File: config.mk
export PLATFORM = sky130hd
export DESIGN_NAME = imem_loader
export DESIGN_NICKNAME = d
export VERILOG_FILES = /design/src/rtl/imem_loader.sv
export SDC_FILE = /design/constraint.sdc
export NUM_CORES = 1
export LEC_CHECK = 0
export BUFFER_PORTS_ARGS = -buffer_cell sky130_fd_sc_hd__buf_2
export CAP_MARGIN = 20
export CORE_AREA = 2 2 109 111
export DETAILED_ROUTE_END_ITERATION = 8
export DIE_AREA = 0 0 111 113
export PLACE_DENSITY_LB_ADDON = 0.05
export SLEW_MARGIN = 20
export SYNTH_ARGS = -nofsm -noshare
export SYNTH_HDL_FRONTEND = slang
export SYNTH_SLANG_ARGS = --single-unit
File: constraint.sdc
create_clock -name clk -period 4.7 [get_ports clk]
set_input_delay 0.47 -clock clk [delete_from_list [all_inputs] [get_ports clk]]
set_output_delay 0.47 -clock clk [all_outputs]
set_load 0.005 [all_outputs]
File: src/rtl/imem_loader.sv
// Boot loader: byte stream -> big-endian 32-bit words -> instruction memory from address 0; holds the core in reset until the image loads.
// Latency: a word is written the cycle after its 4th byte; done and cpu_rst_n rise the cycle after the final write.
// Backpressure: in_ready is 1 while a frame is open (one byte per cycle, no stalls) and 0 in DONE/ERR.
//
// Ports: clk, rst (async active-low); in_valid/in_data/in_ready byte stream;
//        reload pulse (acts only in DONE/ERR); imem_wren/imem_addr/imem_data memory write port;
//        cpu_rst_n core reset; done/error status.
// Optional feature: define IMEM_LOADER_CHECKSUM_EN to require a trailing XOR checksum byte (CHK state).
module imem_loader #(
    parameter int ADDR_W = 10,
    parameter int DEPTH  = 1024
) (
    input  logic              clk,
    input  logic              rst,
    input  logic              in_valid,
    input  logic [7:0]        in_data,
    output logic              in_ready,
    input  logic              reload,
    output logic              imem_wren,
    output logic [ADDR_W-1:0] imem_addr,
    output logic [31:0]       imem_data,
    output logic              cpu_rst_n,
    output logic              done,
    output logic              error
);

    localparam logic [2:0] S_HDR_HI = 3'd0;
    localparam logic [2:0] S_HDR_LO = 3'd1;
    localparam logic [2:0] S_DATA   = 3'd2;
`ifdef IMEM_LOADER_CHECKSUM_EN
    localparam logic [2:0] S_CHK    = 3'd3;
`endif
    localparam logic [2:0] S_DONE   = 3'd4;
    localparam logic [2:0] S_ERR    = 3'd5;

    logic [2:0]  state;
    logic [15:0] count;      // word count from the header
    logic [15:0] word_idx;   // index of the next word to write
    logic [1:0]  byte_idx;   // byte position inside the current word
    logic [23:0] shift_lo;   // first three bytes of the word being assembled
    // Set after the last word's 4th byte when no checksum follows: parks DATA
    // for the write-pulse cycle so DONE starts the cycle after that pulse.
    logic        fin;
`ifdef IMEM_LOADER_CHECKSUM_EN
    logic [7:0]  csum;
`endif

    logic        xfer;
    logic [15:0] hdr_full;

    assign xfer     = in_valid & in_ready;
    assign hdr_full = {count[15:8], in_data};

    always_comb begin
        in_ready = 1'b0;
        case (state)
            S_HDR_HI, S_HDR_LO: in_ready = 1'b1;
            S_DATA:             in_ready = ~fin;
`ifdef IMEM_LOADER_CHECKSUM_EN
            S_CHK:              in_ready = 1'b1;
`endif
            default:            in_ready = 1'b0;
        endcase
    end

    assign done      = (state == S_DONE);
    assign error     = (state == S_ERR);
    assign cpu_rst_n = (state == S_DONE);

    always_ff @(posedge clk or negedge rst) begin
        if (!rst) begin
            state     <= S_HDR_HI;
            count     <= '0;
            word_idx  <= '0;
            byte_idx  <= '0;
            shift_lo  <= '0;
            fin       <= 1'b0;
            imem_wren <= 1'b0;
            imem_addr <= '0;
            imem_data <= '0;
`ifdef IMEM_LOADER_CHECKSUM_EN
            csum      <= '0;
`endif
        end else begin
            imem_wren <= 1'b0;
            case (state)
                S_HDR_HI: begin
                    if (xfer) begin
                        count[15:8] <= in_data;
`ifdef IMEM_LOADER_CHECKSUM_EN
                        csum        <= csum ^ in_data;
`endif
                        state       <= S_HDR_LO;
                    end
                end
                S_HDR_LO: begin
                    if (xfer) begin
                        count[7:0] <= in_data;
`ifdef IMEM_LOADER_CHECKSUM_EN
                        csum       <= csum ^ in_data;
`endif
                        if (hdr_full == 16'd0) begin
`ifdef IMEM_LOADER_CHECKSUM_EN
                            state <= S_CHK;
`else
                            state <= S_DONE;
`endif
                        end else if ({16'd0, hdr_full} > 32'(DEPTH)) begin
                            state <= S_ERR;
                        end else begin
                            state <= S_DATA;
                        end
                    end
                end
                S_DATA: begin
                    if (fin) begin
                        fin   <= 1'b0;
                        state <= S_DONE;
                    end else if (xfer) begin
                        shift_lo <= {shift_lo[15:0], in_data};
                        byte_idx <= byte_idx + 2'd1;
`ifdef IMEM_LOADER_CHECKSUM_EN
                        csum     <= csum ^ in_data;
`endif
                        if (byte_idx == 2'd3) begin
                            imem_wren <= 1'b1;
                            imem_addr <= ADDR_W'(word_idx);
                            imem_data <= {shift_lo, in_data};
                            word_idx  <= word_idx + 16'd1;
                            if (word_idx == count - 16'd1) begin
`ifdef IMEM_LOADER_CHECKSUM_EN
                                state <= S_CHK;
`else
                                fin   <= 1'b1;
`endif
                            end
                        end
                    end
                end
`ifdef IMEM_LOADER_CHECKSUM_EN
                S_CHK: begin
                    if (xfer) begin
                        state <= (in_data == csum) ? S_DONE : S_ERR;
                    end
                end
`endif
                S_DONE, S_ERR: begin
                    if (reload) begin
                        state    <= S_HDR_HI;
                        count    <= '0;
                        word_idx <= '0;
                        byte_idx <= '0;
                        shift_lo <= '0;
                        fin      <= 1'b0;
`ifdef IMEM_LOADER_CHECKSUM_EN
                        csum     <= '0;
`endif
                    end
                end
                default: state <= S_HDR_HI;
            endcase
        end
    end

endmodule

-- Yosys cells after proc, flatten, opt, wreduce, memory -nomap -nowiden
Index checks and enable logic that the tools add are counted.
- flip-flop bits (word level): 105
- word-level logic and storage cells: 77
- add/sub/neg operators: 3
- order comparisons: 1
- eq/ne operators: 13
- mux-type cells: 34
- bitwise logic cells: 2
- reductions and logical operators: 14
- operator list (operator ; number):
    $mux 24 ; 3
    $mux 16 ; 4
    $pmux 24 s2 ; 1
    $pmux 16 s2 ; 1
    $pmux 8 s2 ; 2
    $mux 3 ; 6
    $add 16x1->16 const B ; 1
    $eq 16x16->1 ; 1
    $gt 16x11->1 const B ; 1
    $logic_not 16->1 ; 1
    $sub 16x1->16 const B ; 1
    $ne 2x2->1 const B ; 7
    $pmux 3 s4 ; 1
    $reduce_and 4->1 ; 3
    $mux 1 ; 9
    $mux 8 ; 1
    $eq 3x3->1 const B ; 2
    $mux 2 ; 3
    $reduce_and 3->1 ; 2
    $reduce_bool 2->1 ; 3
    $reduce_and 5->1 ; 1
    $pmux 1 s2 ; 2
    $pmux 2 s2 ; 1
    $reduce_or 2->1 ; 2
    8 further kinds ; 8

-- Longest topological paths before layout
Gate-level depths: netlist of run 1.
- word-level depth: 7
- depth in mapped cells: 8
- gate-level depth less buffers: 8

-- Worst setup path before layout of run 1
OpenSTA, ideal clock, no wires.
- path kind: reg2reg
- start point: register count[10]
- end point: register fin
- setup time: 0.076 ns
- data arrival time: 2.019 ns
- setup slack: 2.604 ns
- stages on the path, launching flop included: 8
- clock period less this slack: 2.096 ns
- cell sequence: dfrtp_1 -> buf_4 -> or4_1 -> nor3_1 -> xnor2_1 -> a31oi_1 -> or4_1 -> o21ai_1
- cells in the longest elaborated chain, start to end: 7
- ends and longest elaborated chain (element ; RTL line ; RTL):
    from (decl) ; 37 ; logic [15:0] count;
    from (signal assigned) ; 89 ; count[15:8] <= in_data;
    $sub 16x1->16 ; 130 ; if (word_idx == count - 16'd1) begin
    $eq 16x16->1 ; 130 ;
    $mux 1 ; 130 ;
    $mux 1 ; 125 ; if (byte_idx == 2'd3) begin
    $mux 1 ; 119 ; end else if (xfer) begin
    $mux 1 ; 116 ; if (fin) begin
    $pmux 1 s2 ; 86 ; case (state)
    to (signal assigned) ; 77 ; fin <= 1'b0;
    to (signal assigned) ; 117 ; fin <= 1'b0;
    to (signal assigned) ; 134 ; fin <= 1'b1;
    to (decl) ; 43 ; logic fin;
Every way passes these cells.
A chain may end at the register's enable or synchronous reset.

-- Final worst setup path of run 1
- start point: register state[0]
- end point: register fin
- cells in the longest elaborated chain, start to end: 7
- elaborated cells between the ends (all ways): 15
- ends and longest elaborated chain (element ; RTL line ; RTL):
    from (decl) ; 36 ; logic [2:0] state;
    from (signal assigned) ; 72 ; state <= S_HDR_HI;
    from (signal assigned) ; 93 ; state <= S_HDR_LO;
    from (signal assigned) ; 106 ; state <= S_DONE;
    $eq 3x1->1 or $logic_not 3->1 (tied branches) ; 56 ; case (state)
    $reduce_or 2->1 ; 56 ;
    $pmux 1 s2 ; 56 ;
    $and 1x1->1 ; 51 ; assign xfer = in_valid & in_ready;
    $mux 1 ; 119 ;
    $mux 1 ; 116 ;
    $pmux 1 s2 ; 86 ;
Parallel ways exist; a longest one is shown, timed or not.

==> results of run 1 <==
==> flip-flops by register name, indices dropped and copies added (netlist names) <==
signal	flops
imem_data	32
shift_lo	24
count	16
word_idx	16
imem_addr	10
state	3
byte_idx	2
fin	1
imem_wren	1
==> cell families after synthesis <==
| kind of cell | count (synthesis) | share of synthesized area (%) |
|---|---|---|
| compound gates | 65 | 8.85 |
| xor+xnor | 29 | 5.22 |
| fa+ha+maj | 3 | 0.772 |
| buf+inv | 33 | 3.24 |
| flops | 105 | 54.0 |
| mux | 3 | 0.643 |
| simple gates | 294 | 27.2 |
==> through the flow <==
| step | util (%) | hold slack (ps) | area, sq um |
|---|---|---|---|
| floorplan | - | 174 | 4860 |
| global placement | 46.6 | 453 | 5250 |
| detailed placement | 46.6 | 457 | 5250 |
| CTS | 49.1 | 320 | 5530 |
| global route | 49.1 | 366 | 5530 |
| finish | 49.1 | 285 | 5530 |
==> Yosys cell counts (3+ instances only) <==
| cell | number |
|---|---|
| nand2_1 | 200 |
| dfrtp_1 | 105 |
| o21ai_0 | 31 |
| nor2_1 | 25 |
| nand3_1 | 18 |
| xor2_1 | 18 |
| clkbuf_1 | 16 |
| xnor2_1 | 11 |
| a22o_1 | 9 |
| and2_1 | 6 |
| inv_1 | 6 |
| nand4_1 | 6 |
| nor3_1 | 6 |
| and4_1 | 4 |
| buf_1 | 4 |
| nor2b_1 | 4 |
| o31ai_1 | 4 |
| a31oi_1 | 3 |
| and3_1 | 3 |
| ha_1 | 3 |
| nor4_1 | 3 |
==> routing by layer <==
metal / GRT usage (%) / vias up / part of all wire [%]
met3: 2.52 / 19 / 2.3
met2: 30.1 / 56 / 47
met1: 26.5 / 1810 / 48
met5: 0 / - / 0
li1: - / 1873 / -
met4: 8.58 / 0 / 2.6
==> layout make-up <==
class,instances,area (sq um),area share (%)
Clock buffer,11,253,4.57
Clock inverter,4,28.8,0.520
Inverter,7,26.3,0.475
Multi-Input combinational cell,394,2080,37.6
Sequential cell,105,2630,47.5
Tap cell,143,179,3.24
Timing Repair Buffer,64,338,6.11
==> cells in the final DEF, fill, tap and decap left out, types with 3 or more instances in the layout <==
| cell type | count |
|---|---|
| and4_1 | 4 |
| nor3_1 | 6 |
| nor2_1 | 25 |
| xor2_1 | 18 |
| clkbuf_16 | 9 |
| and3_1 | 3 |
| nand2_1 | 200 |
| dfrtp_1 | 105 |
| a22o_1 | 9 |
| nand3_1 | 18 |
| o21ai_0 | 31 |
| and2_1 | 6 |
| o31ai_1 | 4 |
| buf_4 | 7 |
| ha_1 | 3 |
| nor4_1 | 3 |
| a31oi_1 | 3 |
| nand4_1 | 6 |
| xnor2_1 | 11 |
| nor2b_1 | 4 |
| buf_2 | 57 |
| inv_1 | 6 |
==> worst paths after layout <==
kind,from,end,slack [ps]
min,rst,imem_data[24]$_DFFE_PN0P_,280
min reg2reg,imem_data[9]$_DFFE_PN0P_,imem_data[9]$_DFFE_PN0P_,470
max in group asynchronous,rst,state[2]$_DFFE_PN0P_,3450
max reg2reg,state[0]$_DFFE_PN0P_,fin$_DFFE_PN0P_,2240
min in group clk,in_data[3],imem_data[3]$_DFFE_PN0P_,410
max,state[0]$_DFFE_PN0P_,fin$_DFFE_PN0P_,2240
==> power by group through the flow <==
| stage | logic, mW | registers (mW) | clock network, mW |
|---|---|---|---|
| floorplan | 0.504 | 1.09 | 0 |
| global placement | 0.594 | 1.15 | 0 |
| detailed placement | 0.603 | 1.15 | 0 |
| CTS | 0.604 | 1.14 | 0.734 |
| global route | 0.671 | 1.16 | 0.766 |
| finish | 0.598 | 1.14 | 0.720 |
==> qor.yml, run 1 <==
rsz0062_at_grt: "no"
cts_hold_buf: 0
synth_top_area_share_pct: 54.0
grt_max_degree: 77
ios: 59
numCtsBuffers: 9
cp.required_ps: 4960
layout_min_cycle_time_ps: 2460
vias: 3758
min_period_over_period_pct: 52.3
synth-edff-count: 0
seqPwrFrac_pct: 46.4
setup-tns-final_ps: 0
wl_mm: 11.4
synth.distinct_cells: 55
avgViaCountPerCell: 5.16
cap_violations: 0
swShare_pct: 33.8
drt_iter0_markers: 191
synth.cell_area_sq_um: 4860
drive_gt1_share_pct: 15.7
r2r.worst_path.cells: 7
tightest_slew_ps: 958
clockRootBuffer: "clkbuf_16"
comb_power_share_pct: 24.4
postCtsSetupRepairBufs: 0
cp-end-kind: "flip-flop"
status: "completed"
async_reset_ff_share_pct: 100
totalPowerFinal_mw: 2.46
htree_levels: 3
grt_pass1_vias: 3729
clock_path_buffers: 2
internal-power_mw: 1.63
synth.largest_area_cell: "dfrtp_1"
critPathMaxFanout: 23
cts_resized: 0
grt_pass1_wl_mm: 19.1
switchingPower_mw: 0.830
path_delay_family: "simple AND/OR/NAND/NOR gates"
crit_cells: 7
die_width_um: 111
grtUsageTotal_pct: 19.1
fin_skew_ps: 5.44
max_freq_mhz: 407
n_fill_cell: 1103
maxSlewHeadroom_pct: 36.2
nets: 596
hold_class: "in -> async"
stdcell_count: 728
hold_viol_final: 0
portBuffers: 58
areaGrowthSynthToFinish_pct: 13.7
fin_ws_ps: 2240
drt_pass1_iterations: 4
synth_seq_area_share_pct: 54.0
place_congestion: 0.908
syn_nets: 547
wire_per_inst_um: 15.6
worstPathCellList: "nor4b_1 > nand2_1 > buf_4 > nor4_1 > nand3_1 > or4_1 > o21ai_1"
antenna_found_initial: 0
final_max_slew_viol_count: 0
place_inst: 713
crit_slowest_cell: "nor4b_1"
dp.final_hpwl_mm: 7.76
dp_slack_ps: 2260
ys_ff_latch: 105
critical_path_buf_inv_count: 1
drc: 0
row_count: 39
grt_remaining_overflow: 0
antenna_cells: 0
start_util_pct: 43.1
critical_path_arrival_ps: 2720
path_clk_slew_ps: 70
cp-start-kind: "flip-flop"
coreArea_sq_um: 11300
synth_top_cells_by_area: "dfrtp_1 (54%), nand2_1 (15%), xor2_1 (3.2%)"
synth-main-ff-cell: "dfrtp_1"
fp.dieH_um: 113
cts_tree: "built"
criticalPathCategory: "reg -> reg"
cellPowerDensity_nw_per_um2: 444
max-vdd-ir-drop_v: 0.000179
syn_avg_cell_area_sq_um: 9.14
clkLatencyLatePin_ps: 340
die_area_sq_um: 12500
postRouteAntennaNets: 0
cts_sinks: 105
synth_cells: 532
setup_violations: 0
clkPwrFrac_pct: 29.3
slowest_delay_ps: 560
yosys_warnings: 0
power.leakage_nw: 2.88
(Power assumes the default switching activity.)
==> run 2, diff against run 1 <==
Settings changed: ABC_AREA from default to 1, CORE_AREA 2 2 109 111 to 2 2 112 114, DIE_AREA 0 0 111 113 to 0 0 114 116.
Clock period 4.7 ns to 2.1 ns, I/O delays scaled along.
==> run 2 against run 1 <==
Against the previous run: flip-flop and latch count is the same; routed wire length up 9.8%; critical path depth increased by 5; largest power group unchanged; critical endpoint is now imem_data[8]$_DFFE_PN0P_; first-iteration DRC count is 72% higher; utilization is 1.1 points higher; critical path type unchanged; synthesized cell count increased by 24%; sequential share of layout area shrank 3.6 points; sequential power rose by 140%; clock power is 140% higher; cell area up 8.1%.
==> qor.yml, run 2 <==
cellPowerDensity_nw_per_um2: 1150
antenna_found_initial: 0
grt_pass1_wl_mm: 20.2
maxSlewHeadroom_pct: 65.7
synth.cell_area_sq_um: 5180
tightest_slew_ps: 513
r2r_setup_slack_ps: 200
yosys_warnings: 0
fin_skew_ps: 9.13
start_util_pct: 43.5
synth_cells: 658
comb_power_share_pct: 35.6
stdcell_count: 873
cts_tree: "built"
clkPwrFrac_pct: 25.4
setup-tns-final_ps: 0
antenna_cells: 0
cts_sinks: 105
synth-edff-count: 0
vias: 4407
drive_gt1_share_pct: 14.3
critPathMaxFanout: 26
ios: 59
htree_levels: 3
die_area_sq_um: 13200
die_width_um: 114
ys_ff_latch: 105
clock_path_buffers: 2
min_period_over_period_pct: 90.5
r2r_end: "imem_data[8]$_DFFE_PN0P_"
holdWs_ps: 148
synth_most_common_cell: "nand2_1"
syn_avg_cell_area_sq_um: 7.88
path_clk_slew_ps: 70
row_count: 40
cp-start-kind: "flip-flop"
wire_per_inst_um: 14.3
clkLatencyLatePin_ps: 350
nets: 736
internal-power_mw: 4.14
switchingPower_mw: 2.74
final_max_slew_viol_count: 0
grtUsageTotal_pct: 19.6
synth_top_area_share_pct: 50.7
setup_violations: 0
criticalPathCategory: "reg -> reg"
async_reset_ff_share_pct: 100
rsz0062_at_grt: "no"
whs_path_depth: 3
hold_class: "in -> reg"
synth_seq_area_share_pct: 50.7
synth.distinct_cells: 35
drc: 0
final_common_cell: "nand2_1"
largest_reg_flops: 32
synth-main-ff-cell: "dfrtp_1"
final_cell_mix: "nand2_1 (199), dfrtp_1 (105), inv_1 (73)"
coreArea_sq_um: 11900
postRouteAntennaNets: 0
cp.required_ps: 2330
min_from: "in_data[2]"
syn_nets: 673
fp.dieH_um: 116
drt_pass1_iterations: 6
avgViaCountPerCell: 5.05
swShare_pct: 39.9
wl_mm: 12.5
timing.rr.start: "state[2]$_DFFE_PN0P_"
hold_end: "imem_data[2]$_DFFE_PN0P_"
clockRootBuffer: "clkbuf_16"
grt_max_degree: 40
status: "completed"
dp.final_hpwl_mm: 9.49
layout_min_cycle_time_ps: 1900
grt_remaining_overflow: 0
hold_viol_final: 0
synth_top_cells_by_area: "dfrtp_1 (51%), nand2_1 (14%), o21ai_0 (5.8%)"
top_register: "imem_data"
synth.largest_area_cell: "dfrtp_1"
areaGrowthSynthToFinish_pct: 15.3
critical_path_arrival_ps: 2130
reg.largest.list: "imem_data x32, shift_lo x24"
max-vdd-ir-drop_v: 0.000705
grt_pass1_vias: 4078
cap_violations: 0
ys_top_cells_by_count: "nand2_1 (199), dfrtp_1 (105), inv_1 (74)"
max_freq_mhz: 526
place_inst: 856
r2r.worst_path.cells: 12
power.leakage_nw: 3.02
drt_iter0_markers: 329
cp-end-kind: "flip-flop"
numCtsBuffers: 9
portBuffers: 58
place_congestion: 0.872
seqPwrFrac_pct: 39.0
## run 2: worst max-delay path by stage
stage / start / endpoint / slack, ps / cells after the start
after floorplan: state[0]$_DFFE_PN0P_ / imem_data[24]$_DFFE_PN0P_ / 420 / 12
after global placement: state[0]$_DFFE_PN0P_ / shift_lo[19]$_DFFE_PN0P_ / 210 / 12
after detailed placement: state[0]$_DFFE_PN0P_ / shift_lo[17]$_DFFE_PN0P_ / 120 / 12
after CTS: state[0]$_DFFE_PN0P_ / shift_lo[17]$_DFFE_PN0P_ / 100 / 12
after global routing: state[0]$_DFFE_PN0P_ / shift_lo[13]$_DFFE_PN0P_ / 40 / 12
final: state[2]$_DFFE_PN0P_ / imem_data[8]$_DFFE_PN0P_ / 200 / 12
## run 2: layout make-up
cell class	count	area, sq um
Multi-Input combinational cell	454	2150
Tap cell	147	184
Timing Repair Buffer	72	417
Inverter	79	298
Sequential cell	105	2630
Fill cell	1167	5930
Clock inverter	5	63.8
Clock buffer	11	243
## run 2: routing by layer
layer	up-vias	track usage (%)	wire, um
li1	2217	-	-
met1	2078	26.7	5800
met2	95	32.0	5980
met3	17	2.72	479
met4	0	7.24	234
met5	-	0	0
## run 2: through the flow
stage                     cell area (sq um)  setup WS (ps)  utilization (%)  power [mW]
after floorplan                        5180            424                -        4.45
after global placement                 5660            205             47.5        5.13
after detailed placement               5660            119             47.5        5.15
after CTS                              5970            103             50.2        6.91
after global routing                   5980           44.4             50.2        7.41
final                                  5980            199             50.2        6.88
## run 2: cells by family after synthesis
kind of cell | Yosys count | share of synthesized area, %
AOI/OAI and AO/OA | 105 | 10.9
xor gates and xnor gates | 20 | 3.38
adders and majority gates | 3 | 0.724
buffers and inverters | 99 | 7.94
DFF | 105 | 50.7
and+or+nand+nor | 326 | 26.4
## run 2: power groups by stage
stage	Clock, mW	Sequential [mW]	Combinational, mW
finish	1.74	2.68	2.45
global placement	0	2.72	2.41
floorplan	0	2.60	1.85
CTS	1.77	2.68	2.45
global route	1.86	2.74	2.81
detailed placement	0	2.72	2.44
## run 2: worst max-delay path, stage by stage, from the launching register on
cell      delay [ps]
dfrtp_1          410
inv_2            110
nand3_2          120
clkinv_2         120
nand2_4           70
a21oi_4          160
nand2_2           90
inv_2             80
nand2_2           70
buf_4            180
buf_4            220
nand2_1           90
o21ai_1           70
## run 2: what timing repair did
action | in CTS | in global routing
resized for setup | 0 | 2
setup endpoints to repair | 0 | 33
endpoints found under the hold margin | 27 | 0
buffers inserted | 0 | 0
hold buffers | 1 | 0
